`src/rtl/fakeregfile_128x64_ctrl.sv`:
```
// fakeregfile_128x64_ctrl
//   Request front-end for the 128x64 register-file macro. Requests arrive on a
//   valid/ready port. Each accepted request drives exactly one macro access
//   (ce/we/addr/wd). The macro read data is captured one cycle later and queued as a
//   response. Every request, read or write, gets exactly one response, and responses
//   come back in request order.
//
// Ports
//   clk, reset            clock shared with the macro; asynchronous active-high reset
//   req_valid/req_ready   request handshake (fire = req_valid & req_ready)
//   req_we/addr/wdata     request fields
//   rsp_valid/rsp_ready   response handshake
//   rsp_we/rsp_data       echoed write flag; word contents before this request's write
//   mem_ce_o/we_o         macro strobes, asserted only on accepted requests
//   mem_addr_o/wd_o       macro address/data, passed straight through
//   mem_rd_i              macro read data, meaningful one cycle after an access
module fakeregfile_128x64_ctrl #(
  parameter int unsigned BITS       = 64,
  parameter int unsigned ADDR_WIDTH = 7,
  parameter int unsigned RSP_DEPTH  = 3
) (
  input  logic                  clk,
  input  logic                  reset,
  input  logic                  req_valid,
  output logic                  req_ready,
  input  logic                  req_we,
  input  logic [ADDR_WIDTH-1:0] req_addr,
  input  logic [BITS-1:0]       req_wdata,
  output logic                  rsp_valid,
  input  logic                  rsp_ready,
  output logic                  rsp_we,
  output logic [BITS-1:0]       rsp_data,
  output logic                  mem_ce_o,
  output logic                  mem_we_o,
  output logic [ADDR_WIDTH-1:0] mem_addr_o,
  output logic [BITS-1:0]       mem_wd_o,
  input  logic [BITS-1:0]       mem_rd_i
);

  localparam int unsigned PTR_W = (RSP_DEPTH > 1) ? $clog2(RSP_DEPTH) : 1;
  localparam int unsigned CNT_W = $clog2(RSP_DEPTH + 1);

  typedef logic [PTR_W-1:0] ptr_t;
  typedef logic [CNT_W-1:0] cnt_t;
  // One bit wider than the count so count + pend_q cannot overflow.
  typedef logic [CNT_W:0]   credit_t;

  localparam ptr_t    PTR_LAST = ptr_t'(RSP_DEPTH - 1);
  localparam credit_t DEPTH_C  = credit_t'(RSP_DEPTH);

  logic            fire;
  logic            push;
  logic            pop;
  logic            pend_q;
  logic            pend_we_q;
  ptr_t            wr_ptr;
  ptr_t            rd_ptr;
  cnt_t            count;
  credit_t         used;
  logic [BITS:0]   fifo_q [RSP_DEPTH];

  // Credit counts queued entries plus the access whose data is still in flight.
  // A pop in the same cycle earns no credit, so rsp_ready never reaches req_ready
  // combinationally.
  always_comb begin
    used      = credit_t'(count) + credit_t'(pend_q);
    req_ready = !reset && (used < DEPTH_C);
    fire      = req_valid && req_ready;
  end

  always_comb begin
    mem_ce_o   = fire;
    mem_we_o   = fire && req_we;
    mem_addr_o = req_addr;
    mem_wd_o   = req_wdata;
  end

  // Macro read data is valid exactly in the cycle after an access.
  assign push = pend_q;
  assign pop  = rsp_valid && rsp_ready;

  always_ff @(posedge clk or posedge reset) begin
    if (reset) begin
      pend_q    <= 1'b0;
      pend_we_q <= 1'b0;
      wr_ptr    <= '0;
      rd_ptr    <= '0;
      count     <= '0;
    end else begin
      pend_q    <= fire;
      pend_we_q <= fire && req_we;
      if (push) begin
        wr_ptr <= (wr_ptr == PTR_LAST) ? '0 : wr_ptr + ptr_t'(1);
      end
      if (pop) begin
        rd_ptr <= (rd_ptr == PTR_LAST) ? '0 : rd_ptr + ptr_t'(1);
      end
      unique case ({push, pop})
        2'b10:   count <= count + cnt_t'(1);
        2'b01:   count <= count - cnt_t'(1);
        default: count <= count;
      endcase
    end
  end

  // Storage needs no reset: entries are only observed through count.
  always_ff @(posedge clk) begin
    if (push) begin
      fifo_q[wr_ptr] <= {pend_we_q, mem_rd_i};
    end
  end

  always_comb begin
    rsp_valid = (count != '0);
    {rsp_we, rsp_data} = fifo_q[rd_ptr];
  end

  a_req_known: assert property (@(posedge clk) disable iff (reset)
    req_valid |-> !$isunknown({req_we, req_addr}));

  a_no_overflow: assert property (@(posedge clk) disable iff (reset)
    !(push && !pop && (credit_t'(count) == DEPTH_C)));

endmodule

```
`config.mk`:
```
export PLATFORM = sky130hd
export DESIGN_NAME = fakeregfile_128x64_ctrl
export DESIGN_NICKNAME = d
export VERILOG_FILES = /design/src/rtl/fakeregfile_128x64_ctrl.sv
export SDC_FILE = /design/constraint.sdc
export NUM_CORES = 1
export LEC_CHECK = 0
export ABC_AREA = 0
export BUFFER_PORTS_ARGS = -buffer_cell sky130_fd_sc_hd__clkbuf_2
export CAP_MARGIN = 0
export CORE_UTILIZATION = 50
export DETAILED_ROUTE_END_ITERATION = 12
export GPL_ROUTABILITY_DRIVEN = 1
export GPL_TIMING_DRIVEN = 0
export HOLD_SLACK_MARGIN = 0.12
export PLACE_DENSITY = 0.8
export SYNTH_ARGS = -nofsm -noshare
export SYNTH_HDL_FRONTEND = slang
export SYNTH_SLANG_ARGS = --single-unit
```
`constraint.sdc`:
```
create_clock -name clk -period 7.05 [get_ports clk]
set_input_delay 0.705 -clock clk [delete_from_list [all_inputs] [get_ports clk]]
set_output_delay 0.705 -clock clk [all_outputs]
set_load 0.01 [all_outputs]
```
* Word level (Yosys, flattened, before mapping)
Memory sizes are Yosys's and may differ from the RTL's.
Cells that the tools add are included.
** Storage, ports and cells
- Register bits after elaboration :: 8
- Bits in writable memories :: 195
- Input port bits :: 140
- Logic and storage cells :: 28
- Memories kept :: 1
** Operators by class
- Add/sub/neg operators :: 5
- $lt $le $gt $ge :: 1
- Eq/ne operators :: 4
- Mux-type cells :: 5
- Reduce and logical (&&, ||, !) cells :: 7
** Memories
- fifo_q :: depth 3, bits a word 65, read ports 1, clocked after memory_dff 0, write ports 1, RTL line 60 : logic [BITS:0] fifo_q [RSP_DEPTH];
** Operators by type and width (count)
- adder 2 x 1 -> 2 bit, second input constant :: 3
- equality test 2 bit, second input constant :: 3
- logical AND 1 bit :: 4
- 2-to-1 mux 2 bit :: 2
- one-hot mux 2 bit (2 select lines) :: 1
- nonzero test 2 bit :: 2
- adder 2 x 1 -> 3 bit :: 1
- < comparator 3 x 2 -> 1 bit, second input constant :: 1
- equality test 2 x 1 -> 1 bit, second input constant :: 1
- 2-to-1 mux 1 bit :: 2
- subtractor 2 x 1 -> 2 bit, second input constant :: 1
- logical NOT 1 bit :: 1

* Depth between registers and ports, before layout
- Depth after elaboration :: 5
- Gate-level depth with buffers :: 6
- Mapped depth without buffers :: 6

* Worst setup path after synthesis
Ideal clock, no wire load.
- Path type :: reg-to-reg
- From :: register pend_q
- To :: memory fifo_q[0][0] (netlist bit), enable pin
- Library setup time :: 0.571 ns
- Data arrival time :: 4.960 ns
- Required time :: 6.479 ns
- Slack :: 1.519 ns
- Stages on the path, launching flop included :: 3
- Buffers on the path :: 0
- Period minus slack after synthesis :: 5.531 ns
- Cell sequence :: dfrtp_1 > inv_1 > nor3_1
** On the way
- Cells in the longest elaborated chain, start to end :: 2
** RTL lines
- from (decl) :: RTL line 54 : logic pend_q;
- from (signal assigned) :: RTL line 90 : pend_q <= fire;
- 2-to-1 mux 1 bit :: RTL line 108 : if (push) begin
- 2-to-1 mux 1 bit (not written as such) :: RTL line 109 : fifo_q[wr_ptr] <= {pend_we_q, mem_rd_i};
- to (decl) :: RTL line 60
No other way between the ends.

* Worst setup path in the final report
- From :: register count[0]
- To :: output mem_we_o
** On the way
- Cells in the longest elaborated chain, start to end :: 5
** RTL lines
- from (decl) :: RTL line 58 : cnt_t count;
- from (signal assigned) :: RTL line 99 : 2'b10: count <= count + cnt_t'(1);
- from (signal assigned) :: RTL line 100 : 2'b01: count <= count - cnt_t'(1);
- from (signal assigned) :: RTL line 101 : default: count <= count;
- adder 2 x 1 -> 3 bit :: RTL line 66 : used = credit_t'(count) + credit_t'(pend_q);
- < comparator 3 x 2 -> 1 bit :: RTL line 67 : req_ready = !reset && (used < DEPTH_C);
- logical AND 1 bit :: RTL line 67
- logical AND 1 bit :: RTL line 68 : fire = req_valid && req_ready;
- logical AND 1 bit :: RTL line 73 : mem_we_o = fire && req_we;
- to (decl) :: RTL line 34 : output logic mem_we_o,
No other way between the ends.

==> out/metrics.cfg <==
[outcome]
status=complete, no violations

[job]
max_cap_viol_count=0

[pwr]
powerDensity_nw_per_um2=369
leakage_nw=4.14
ir_drop_mv=0.252
total_power_mw=3.78

[clocking]
clock_latency_ns=0.48
cts_setup_buffers=0
clk_pin_slew_ns=0.06
cts_root_buf=clkbuf_16
cts_tree=built
cts.htree.levels=1
cts_resized=0
hold_buffers=0
cts_buffers=20
clock_path_buffers=3
cts_sinks=203

[floorplanning]
die_area_um2=16800
row_count=46
initial_core_util_pct=51.3
die-height_um=130
core-area_um2=15900
die_w_um=130
ioPinCount=280

[worst_hold_path]
worstHoldPathType=in -> async

[logic_synthesis]
synthTopCellsByArea=edfxtp_1 72%, mux2i_1 8.0%, buf_4 7.0%
ys_warn_count=0
ys_ff_latch=203
syn_area_per_cell_um2=15.7
synth_common_cells=195 x edfxtp_1, 76 x buf_4, 68 x nand2_1, 65 x mux2i_1, 48 x o21ai_0
yosysMostFrequentCell=edfxtp_1
syn-num-nets=661
syn_inst=518
synth_edf_count=195
async_reset_ff_share_pct=3.94
synth_cell_types=24
ys.flop_type=edfxtp_1
yosysSeqAreaShare_pct=74.4
synth.top_cell.area_share_pct=71.9
yosysTopAreaCell=edfxtp_1
syn_area_um2=8140

[route]
drc_errors=0
drt-wirelength-per-cell_um=19.3
ant_nets=0
via_per_inst=5.05
firstDrtPassIters=4
routed_wl_mm=19.1
first_iter_violations=262
vias=4996

[final_layout]
final_cell_count_no_fill=989
syn2layout_area_growth_pct=25.8
n_antenna_cell=0
fill_cells=1160
drive_above_1_share_pct=43.6
layout.nets=902

[place]
place_hpwl_mm=13.6
gp_congestion=0.755
io_buffer_count=208
dp.cells=953

[setup_path]
arrival_ns=2.15
critical_path_peak_fanout=5
critPathKind=reg -> out
crit_path_end_kind=output pin
start_kind=flip-flop
worstPathRequired_ns=6.34

[sta]
finalSetupViolCount=0
fin_worst_skew_ns=0.00704
hold_viol_final=0
finalCriticalPeriod_ns=2.86
rsz0062_at_grt=false
post-route-period-util_pct=40.5
slew_viol_final=0
slew-limit-headroom_pct=62.8
worst_pin_slew_ns=0.555
fmax_mhz=350

[global_routing]
gr-total-overflow=0
grt_start_max_net_pins=31
antenna_found_initial=0
first_global_vias=5089
grt_pass1_wl_mm=27.9
track_usage_pct=22.4

## registers in the layout, summed over array words and instances, names as in the netlist
register,flops
count,2
fifo_q,195
pend_q,1
pend_we_q,1
rd_ptr,2
wr_ptr,2
## worst max-delay path, stage by stage (launching register included)
cell and delay, ns:
dfrtp_1 0.43, ha_1 0.21, ha_1 0.28, a211oi_1 0.38, and3_1 0.23, clkbuf_2 0.14
## per-layer routing
| metal | vias to the layer above | wire length, um | part of all wire [%] | GRT usage [%] |
|---|---|---|---|---|
| li1 | 2310 | - | - | - |
| met1 | 2401 | 7080 | 37 | 26.7 |
| met2 | 237 | 9840 | 52 | 38.6 |
| met3 | 48 | 1310 | 6.9 | 4.91 |
| met4 | 0 | 854 | 4.5 | 11.2 |
| met5 | - | 0 | 0 | 0 |
## area by class of cell
class	count	area [um^2]	area share, %
multi-input combinational	219	1410	13.7
tap	216	270	2.64
buffer	93	688	6.72
timing repair buffer	219	1200	11.7
inverter	3	11.3	0.110
sequential	203	6060	59.1
clock inverter	3	13.8	0.134
clock buffer	33	601	5.86
## per-stage QoR
| stage | hold WS (ns) | worst slack, ns | instance area, um^2 | setup TNS, ns | util, % |
|---|---|---|---|---|---|
| floorplan | 0.438 | 1.52 | 8140 | 0 | - |
| global placement | 0.450 | -1.20 | 9450 | -78.40 | 59.5 |
| detailed placement | 0.472 | 4.70 | 9630 | 0 | 60.6 |
| CTS | 0.167 | 4.17 | 10200 | 0 | 64.5 |
| global route | 0.197 | 4.13 | 10200 | 0 | 64.5 |
| finish | 0.172 | 4.19 | 10200 | 0 | 64.5 |
## cells by family (layout without fill, tap and decap cells)
logic type                 count (synthesis)  count (layout)  share of synthesized area, %
muxes                                     65              65                          7.99
buffers and inverters                     96             351                          8.59
adders and majority gates                  3               3                         0.461
AOI/OAI and AO/OA                         71              71                          4.49
and+or+nand+nor                           77              77                          3.77
DFF                                      203             203                          74.4
xor gates and xnor gates                   3               3                         0.323
## placed cells by master (no fill, tap or decap), drive strengths merged
master / Yosys / layout
inv: 3 / 3
ha: 3 / 3
clkinv: 0 / 3
nor2: 3 / 3
dfrtp: 8 / 8
and3: 1 / 1
xor2: 1 / 1
mux2i: 65 / 65
a211oi: 1 / 1
a21o: 3 / 3
nor3: 2 / 2
o21ai: 67 / 67
or2: 1 / 1
xnor2: 2 / 2
buf: 87 / 98
nand2b: 1 / 1
edfxtp: 195 / 195
and2: 1 / 1
clkbuf: 6 / 247
nand2: 68 / 68
## path summary, 6_finish.rpt
| check | to | startpoint | cells past startpoint | slack [ns] |
|---|---|---|---|---|
| min reg2reg | fifo_q[2][64] | pend_we_q | 0 | 0.49 |
| max in group asynchronous | rd_ptr[1] | reset | 2 | 6.63 |
| min | wr_ptr[1] | reset | 2 | 0.17 |
| min in group clk | fifo_q[0][16] | mem_rd_i[16] | 1 | 0.43 |
| max | mem_we_o | count[0] | 5 | 4.19 |
| max reg2reg | fifo_q[0][29] | pend_q | 6 | 4.95 |
## power breakdown
group / switching [mW] / total (mW) / internal [mW] / leakage (nW)
Sequential: 0.0558 / 1.54 / 1.49 / 1.87
Clock: 0.402 / 0.982 / 0.580 / 0.300
Combinational: 0.748 / 1.25 / 0.507 / 1.97
Total: 1.21 / 3.78 / 2.57 / 4.14
No activity file was read; power rests on OpenSTA's default activity.
